`src/rtl/ahb_uart_lite_if.sv`:
```
// ahb_uart_lite_if: AHB-Lite slave bundle for the UART on matrix port M2
//   master: drives HSEL, HREADY, HTRANS, HSIZE, HWRITE, HADDR, HWDATA
//   slave : returns HREADYOUT, HRESP, HRDATA
`timescale 1ns/1ps
interface ahb_uart_lite_if;
    logic        HSEL;
    logic        HREADY;
    logic [1:0]  HTRANS;
    logic [2:0]  HSIZE;
    logic        HWRITE;
    logic [11:0] HADDR;
    logic [31:0] HWDATA;
    logic        HREADYOUT;
    logic        HRESP;
    logic [31:0] HRDATA;
    modport master (
        output HSEL, HREADY, HTRANS, HSIZE, HWRITE, HADDR, HWDATA,
        input  HREADYOUT, HRESP, HRDATA
    );
    modport slave (
        input  HSEL, HREADY, HTRANS, HSIZE, HWRITE, HADDR, HWDATA,
        output HREADYOUT, HRESP, HRDATA
    );
endinterface

```
`src/rtl/ahb_uart_lite.sv`:
```
// ahb_uart_lite: AHB-Lite 8N1 UART with TX FIFO, RX holding register, baud divider and level IRQ
//   sysclk/RSTn : clock, async active-low reset
//   bus         : AHB-Lite slave (zero wait states, always OKAY)
//   RXD         : async serial input, TXD : serial output (idle high)
//   IRQ         : registered level interrupt
`timescale 1ns/1ps
module ahb_uart_lite #(
    parameter int          TXDEPTH  = 4,
    parameter logic [15:0] BAUD_RST = 16'd234
) (
    input  logic           sysclk,
    input  logic           RSTn,
    ahb_uart_lite_if.slave bus,
    input  logic           RXD,
    output logic           TXD,
    output logic           IRQ
);
    localparam int PW = $clog2(TXDEPTH);
    typedef enum logic [1:0] {IDLE, START, DATA, STOP} state_t;
    logic        acc_wr, acc_rd;
    logic [9:0]  acc_addr;
    logic        wr_data, wr_status, wr_ctrl, wr_baud, rd_data;
    logic [3:0]  ctrl;
    logic [15:0] bauddiv;
    logic [7:0]  rxbuf;
    logic        rxvalid, rxovr, ferr, txovr;
    logic [PW:0] wptr, rptr;
    logic [7:0]  fifo [TXDEPTH];
    logic        full, empty, push, pop, txempty;
    state_t      tx_state, tx_next, rx_state, rx_next;
    logic [15:0] tx_cnt, rx_cnt;
    logic [2:0]  tx_bit, rx_bit;
    logic [7:0]  tx_sh, rx_sh;
    logic        tx_tick, rx_tick;
    logic        rx_s1, rx_s2, rx_prev, rx_fall, rx_done, rx_take, rx_ovr;
    logic        unused_ok;
    assign bus.HREADYOUT = 1'b1;
    assign bus.HRESP     = 1'b0;
    assign unused_ok     = &{1'b0, bus.HSIZE, bus.HTRANS[0], bus.HADDR[1:0], bus.HWDATA[31:16]};
    // Address phase capture; our data phase always completes in one cycle
    always_ff @(posedge sysclk or negedge RSTn)
        if (!RSTn) begin
            acc_wr   <= 1'b0;
            acc_rd   <= 1'b0;
            acc_addr <= '0;
        end else if (bus.HREADY) begin
            acc_wr   <= bus.HSEL & bus.HTRANS[1] & bus.HWRITE;
            acc_rd   <= bus.HSEL & bus.HTRANS[1] & ~bus.HWRITE;
            acc_addr <= bus.HADDR[11:2];
        end
    assign wr_data   = acc_wr && acc_addr == 10'd0;
    assign wr_status = acc_wr && acc_addr == 10'd1;
    assign wr_ctrl   = acc_wr && acc_addr == 10'd2;
    assign wr_baud   = acc_wr && acc_addr == 10'd3;
    assign rd_data   = acc_rd && acc_addr == 10'd0;
    assign bus.HRDATA = !acc_rd             ? 32'd0 :
                        acc_addr == 10'd0   ? {24'd0, rxbuf} :
                        acc_addr == 10'd1   ? {26'd0, txovr, ferr, rxovr, rxvalid, txempty, full} :
                        acc_addr == 10'd2   ? {28'd0, ctrl} :
                        acc_addr == 10'd3   ? {16'd0, bauddiv} : 32'd0;
    // Status flags: hardware set has priority over the W1C clear
    always_ff @(posedge sysclk or negedge RSTn)
        if (!RSTn) begin
            ctrl    <= '0;
            bauddiv <= BAUD_RST;
            rxbuf   <= '0;
            rxvalid <= 1'b0;
            rxovr   <= 1'b0;
            ferr    <= 1'b0;
            txovr   <= 1'b0;
            IRQ     <= 1'b0;
        end else begin
            if (wr_ctrl) ctrl <= bus.HWDATA[3:0];
            if (wr_baud) bauddiv <= bus.HWDATA[15:0] < 16'd15 ? 16'd15 : bus.HWDATA[15:0];
            if (rx_take) rxbuf <= rx_sh;
            rxvalid <= rx_take ? 1'b1 : rd_data ? 1'b0 : rxvalid;
            rxovr   <= rx_ovr | (rxovr & ~(wr_status & bus.HWDATA[3]));
            ferr    <= (rx_done & ~rx_s2) | (ferr & ~(wr_status & bus.HWDATA[4]));
            txovr   <= (wr_data & full & ~pop) | (txovr & ~(wr_status & bus.HWDATA[5]));
            IRQ     <= (ctrl[2] & txempty) | (ctrl[3] & rxvalid);
        end
    // TX FIFO: extra pointer MSB distinguishes full from empty
    assign empty   = wptr == rptr;
    assign full    = wptr == {~rptr[PW], rptr[PW-1:0]};
    assign push    = wr_data & (~full | pop);
    assign txempty = empty && tx_state == IDLE;
    always_ff @(posedge sysclk or negedge RSTn)
        if (!RSTn) begin
            wptr <= '0;
            rptr <= '0;
        end else begin
            if (push) wptr <= wptr + (PW+1)'(1);
            if (pop) rptr <= rptr + (PW+1)'(1);
        end
    always_ff @(posedge sysclk)
        if (push) fifo[wptr[PW-1:0]] <= bus.HWDATA[7:0];
    // TX FSM
    assign tx_tick = tx_cnt == 16'd0;
    always_ff @(posedge sysclk or negedge RSTn)
        if (!RSTn) tx_state <= IDLE;
        else tx_state <= tx_next;
    always_comb begin
        tx_next = tx_state;
        pop     = 1'b0;
        case (tx_state)
            IDLE:  if (ctrl[0] & ~empty) begin
                       pop     = 1'b1;
                       tx_next = START;
                   end
            START: if (tx_tick) tx_next = DATA;
            DATA:  if (tx_tick && tx_bit == 3'd7) tx_next = STOP;
            STOP:  if (tx_tick) begin
                       pop     = ctrl[0] & ~empty;
                       tx_next = pop ? START : IDLE;
                   end
            default: tx_next = IDLE;
        endcase
    end
    // Counter reloads from bauddiv at every bit boundary, so divider changes land there
    always_ff @(posedge sysclk or negedge RSTn)
        if (!RSTn) begin
            tx_cnt <= BAUD_RST;
            tx_bit <= '0;
            tx_sh  <= '0;
        end else begin
            tx_cnt <= (tx_state == IDLE || tx_tick) ? bauddiv : tx_cnt - 16'd1;
            tx_bit <= tx_state != DATA ? 3'd0 : tx_tick ? tx_bit + 3'd1 : tx_bit;
            tx_sh  <= pop ? fifo[rptr[PW-1:0]] : (tx_state == DATA && tx_tick) ? {1'b0, tx_sh[7:1]} : tx_sh;
        end
    assign TXD = tx_state == START ? 1'b0 : tx_state == DATA ? tx_sh[0] : 1'b1;
    // RX synchronizer and falling-edge detect
    always_ff @(posedge sysclk or negedge RSTn)
        if (!RSTn) begin
            rx_s1   <= 1'b1;
            rx_s2   <= 1'b1;
            rx_prev <= 1'b1;
        end else begin
            rx_s1   <= RXD;
            rx_s2   <= rx_s1;
            rx_prev <= rx_s2;
        end
    assign rx_fall = rx_prev & ~rx_s2;
    assign rx_tick = rx_cnt == 16'd0;
    assign rx_done = rx_state == STOP && rx_tick && ctrl[1];
    // A DATA read in the same cycle frees the holding register for the new byte
    assign rx_take = rx_done & rx_s2 & (~rxvalid | rd_data);
    assign rx_ovr  = rx_done & rx_s2 & rxvalid & ~rd_data;
    always_ff @(posedge sysclk or negedge RSTn)
        if (!RSTn) rx_state <= IDLE;
        else rx_state <= rx_next;
    always_comb begin
        rx_next = rx_state;
        case (rx_state)
            IDLE:  if (rx_fall) rx_next = START;
            START: if (rx_tick) rx_next = rx_s2 ? IDLE : DATA;
            DATA:  if (rx_tick && rx_bit == 3'd7) rx_next = STOP;
            STOP:  if (rx_tick) rx_next = IDLE;
            default: rx_next = IDLE;
        endcase
        if (!ctrl[1]) rx_next = IDLE;
    end
    // IDLE preloads the half-bit delay so START samples mid start bit
    always_ff @(posedge sysclk or negedge RSTn)
        if (!RSTn) begin
            rx_cnt <= '0;
            rx_bit <= '0;
            rx_sh  <= '0;
        end else begin
            rx_cnt <= rx_state == IDLE ? (bauddiv - 16'd1) >> 1 : rx_tick ? bauddiv : rx_cnt - 16'd1;
            rx_bit <= rx_state != DATA ? 3'd0 : rx_tick ? rx_bit + 3'd1 : rx_bit;
            rx_sh  <= (rx_state == DATA && rx_tick) ? {rx_s2, rx_sh[7:1]} : rx_sh;
        end
endmodule
```
`src/flat_wrapper.sv`:
```
// flat-port wrapper written by rule: the top's interface ports become plain ports
module ahb_uart_lite_flat 
#(
    parameter int          TXDEPTH  = 4,
    parameter logic [15:0] BAUD_RST = 16'd234
)
  (sysclk, RSTn, RXD, TXD, IRQ, bus_HSEL, bus_HREADY, bus_HTRANS, bus_HSIZE, bus_HWRITE, bus_HADDR, bus_HWDATA, bus_HREADYOUT, bus_HRESP, bus_HRDATA);
  ahb_uart_lite_if bus_i ();
  input  logic sysclk;
  input  logic RSTn;
  input  logic RXD;
  output logic TXD;
  output logic IRQ;
  input wire logic [$bits(bus_i.HSEL)-1:0] bus_HSEL;
  input wire logic [$bits(bus_i.HREADY)-1:0] bus_HREADY;
  input wire logic [$bits(bus_i.HTRANS)-1:0] bus_HTRANS;
  input wire logic [$bits(bus_i.HSIZE)-1:0] bus_HSIZE;
  input wire logic [$bits(bus_i.HWRITE)-1:0] bus_HWRITE;
  input wire logic [$bits(bus_i.HADDR)-1:0] bus_HADDR;
  input wire logic [$bits(bus_i.HWDATA)-1:0] bus_HWDATA;
  output wire logic [$bits(bus_i.HREADYOUT)-1:0] bus_HREADYOUT;
  output wire logic [$bits(bus_i.HRESP)-1:0] bus_HRESP;
  output wire logic [$bits(bus_i.HRDATA)-1:0] bus_HRDATA;
  assign bus_i.HSEL = bus_HSEL;
  assign bus_i.HREADY = bus_HREADY;
  assign bus_i.HTRANS = bus_HTRANS;
  assign bus_i.HSIZE = bus_HSIZE;
  assign bus_i.HWRITE = bus_HWRITE;
  assign bus_i.HADDR = bus_HADDR;
  assign bus_i.HWDATA = bus_HWDATA;
  assign bus_HREADYOUT = bus_i.HREADYOUT;
  assign bus_HRESP = bus_i.HRESP;
  assign bus_HRDATA = bus_i.HRDATA;
  ahb_uart_lite #(.TXDEPTH(TXDEPTH), .BAUD_RST(BAUD_RST)) u_core (.sysclk(sysclk), .RSTn(RSTn), .bus(bus_i), .RXD(RXD), .TXD(TXD), .IRQ(IRQ));
endmodule
```
`config.mk`:
```
export PLATFORM = sky130hd
export DESIGN_NAME = ahb_uart_lite_flat
export DESIGN_NICKNAME = d
export VERILOG_FILES = /design/src/rtl/ahb_uart_lite_if.sv /design/src/rtl/ahb_uart_lite.sv /design/src/flat_wrapper.sv
export SDC_FILE = /design/constraint.sdc
export NUM_CORES = 1
export LEC_CHECK = 0
export BUFFER_PORTS_ARGS = -buffer_cell sky130_fd_sc_hd__clkbuf_2
export CAP_MARGIN = 20
export CORE_MARGIN = 2
export CORE_UTILIZATION = 48
export DETAILED_ROUTE_END_ITERATION = 10
export PLACE_DENSITY_LB_ADDON = 0.2
export SYNTH_ARGS = -nofsm -noshare
export SYNTH_HDL_FRONTEND = slang
export SYNTH_SLANG_ARGS = --single-unit
```
`constraint.sdc`:
```
create_clock -name sysclk -period 3.44 [get_ports sysclk]
set_input_delay 0.688 -clock sysclk [delete_from_list [all_inputs] [get_ports sysclk]]
set_output_delay 0.688 -clock sysclk [all_outputs]
set_load 0.1 [all_outputs]
```
==> flow_summary.json <==
{
  "coreArea_um2": 15100,
  "fill_cells": 1314,
  "insertion_delay_ns": 0.43,
  "grt_use_total_pct": 20.3,
  "synthMuxAreaShare_pct": 13.7,
  "final_util_pct": 55.7,
  "synthAdderAreaFrac_pct": 3.20,
  "crit_chain": "nor4_1, nand3_1, buf_4, nor2b_1, clkbuf_2",
  "syn_area_um2": 7420,
  "worst_pin_slew_ns": 0.793,
  "die_area_um2": 16500,
  "dp_cells": 870,
  "die_x_um": 128,
  "first_pass_iters": 5,
  "power.leakage_uw": 0.00358,
  "path_class": "reg2out",
  "grt_pass1_wl_um": 25800,
  "path_buf_inv": 2,
  "slowest_stage": "clkbuf_2",
  "row_count": 45,
  "synth_top_flop_cell": "dfrtp_1",
  "routedWlPerCell_um": 17.4,
  "postSynthAreaPerCell_um2": 11.4,
  "max_slew_margin_pct": 47.1,
  "syn_inst": 650,
  "drtIter0Drc": 378,
  "hold_violations": 0,
  "cts_tree": "built",
  "gp_congestion": 0.830,
  "async_reset_ff_share_pct": 77.8,
  "cts_max_level": 4,
  "yosys_warnings": 0,
  "drc": 0,
  "fin_nets": 775,
  "ys_ff_latch": 144,
  "instances_no_fill": 902,
  "routed_wl_um": 15700,
  "port_buffers": 50,
  "cts_buffers": 17,
  "dieHeight_um": 128,
  "drv_slew": 0,
  "drive_above_1_share_pct": 26.6,
  "status": "complete, no violations",
  "clkTransAtPathRegs_ns": 0.06,
  "clock_path_buffers": 2,
  "min_path_type": "in2async",
  "finClkSkew_ns": 0.00741,
  "synth_top_family_by_area": "simple AND/OR/NAND/NOR gates",
  "drt-vias-per-instance": 5.54,
  "yosysSeqAreaShare_pct": 51.0,
  "crit_arrival_ns": 2.58,
  "hold_buffers": 0,
  "initial_core_util_pct": 49.0,
  "min_period_over_period_pct": 94.9,
  "fmax_mhz": 306,
  "fin_tns_setup_ns": 0,
  "start_kind": "flop",
  "cp_top_family": "simple AND/OR/NAND/NOR gates",
  "timing.max_cap.violations": 0,
  "dpl_cell_area_um2": 7830,
  "antenna_found_initial": 0,
  "yosysTopAreaCellShare_pct": 33.4,
  "fin_area_um2": 8440,
  "grt_max_degree": 49,
  "synth_edf_count": 32,
  "max-vdd-ir-drop_uv": 426,
  "rsz0062_at_grt": "no",
  "dpl.hpwl_um": 11000,
  "syn_to_final_growth_pct": 13.7,
  "synth_area_leaders": "dfrtp_1 (33%), edfxtp_1 (13%), mux2_2 (7.1%), dfstp_2 (4.6%), o21ai_0 (3.6%)",
  "path_max_fanout": 7,
  "fin_crit_ns": 3.27,
  "crit_path_max_incr_delay_ns": 0.49,
  "cts_resized": 0,
  "end_kind": "output port",
  "clock-root-buffer": "clkbuf_16",
  "yosysTopAreaCell": "dfrtp_1",
  "synth_simple_gate_area_share_pct": 14.6,
  "vias": 5000,
  "cts_num_sinks": 144,
  "num_antenna_cells": 0,
  "synth.distinct_cells": 65,
  "pin_count": 91,
  "required_ns": 2.75,
  "power_density_nw_per_um2": 632,
  "first_global_vias": 5026,
  "synth_compound_gate_area_share_pct": 7.67,
  "overflow": 0,
  "synth-xor-area-share_pct": 5.08,
  "ant_nets": 0,
  "postCtsSetupBuffers": 0,
  "setup_viol": 0
}
==> layer usage <==
| layer | part of all wire, % | wire length (um) | global-route usage, % | vias up |
|---|---|---|---|---|
| li1 | - | - | - | 2387 |
| met1 | 46 | 7270 | 28.0 | 2494 |
| met2 | 48 | 7570 | 32.3 | 102 |
| met3 | 4.1 | 636 | 4.92 | 17 |
| met4 | 1.3 | 206 | 5.69 | 0 |
| met5 | 0 | 0 | 0 | - |
==> flip-flops by register name, summed over array words and instances, names as in the netlist, 2 cells and up <==
signal and count:
u_core.acc_addr 10, u_core.bauddiv 16, u_core.ctrl 4, u_core.fifo 32, u_core.rptr 3, u_core.rx_bit 3
u_core.rx_cnt 16, u_core.rx_sh 8, u_core.rx_state 2, u_core.rxbuf 8, u_core.tx_bit 3, u_core.tx_cnt 16
u_core.tx_sh 8, u_core.tx_state 2, u_core.wptr 3
==> final cells by class <==
type	instances	area (um^2)	share of cell area (%)
Inverter	22	82.6	0.979
Sequential cell	144	3780	44.8
Clock inverter	14	158	1.87
Multi-Input combinational cell	455	3360	39.8
Tap cell	188	235	2.79
Timing Repair Buffer	61	370	4.39
Clock buffer	18	450	5.34
==> worst paths after layout <==
kind | start | end | slack [ns] | depth (start not counted)
max | u_core.acc_addr[9] | bus_HRDATA[3] | 0.17 | 5
min | RSTn | u_core.rx_cnt[15] | 0.25 | 1
max reg2reg | u_core.tx_cnt[0] | u_core.fifo[0][7] | 0.81 | 6
min reg2reg | u_core.rx_s1 | u_core.rx_s2 | 0.36 | 0
max in group asynchronous | RSTn | u_core.bauddiv[7] | 2.38 | 2
min in group sysclk | RXD | u_core.rx_s1 | 0.34 | 1
==> cells in the mapped netlist (19+ instances only) <==
| master | count |
|---|---|
| nand2_1 | 45 |
| xnor2_1 | 23 |
| ha_1 | 19 |
| buf_4 | 21 |
| nor3_1 | 23 |
| xor2_1 | 20 |
| dfrtp_1 | 99 |
| nor2_1 | 36 |
| inv_1 | 22 |
| edfxtp_1 | 32 |
| mux2_2 | 47 |
| o21ai_0 | 53 |
==> report_power, final <==
group          leakage [uW]  switching, uW  internal [uW]  total (uW)
clock              0.000302            792           1080        1870
combinational       0.00162            731            504        1230
sequential          0.00165            240           1990        2230
total               0.00358           1760           3570        5330
==> stage by stage <==
stage	worst slack (ns)	total power, uW	hold WS (ns)
5_1_grt	0.0109	5620	0.280
6_report	0.174	5330	0.254
3_3_place_gp	0.635	3440	0.348
2_1_floorplan	0.165	3180	0.345
3_5_place_dp	0.583	3480	0.347
4_1_cts	0.113	5380	0.263
==> cell families after synthesis <==
family                   after synthesis
AO/OA/AOI/OAI                         98
XOR/XNOR                              43
adder cells (fa/ha/maj)               19
buffers and inverters                 67
flip-flops                           144
multiplexers                          78
other                                  2
AND/OR/NAND/NOR                      199
==> cells in the final DEF (no fill, tap or decap), drive strengths merged, types with 20 or more instances in the layout <==
cell	instances
inv	32
o21ai	54
xnor2	23
nand2	46
nor2	37
buf	21
xor2	20
clkbuf	58
nor3	25
dfrtp	99
mux2	55
edfxtp	32
No activity file was read; power rests on OpenSTA's default activity.
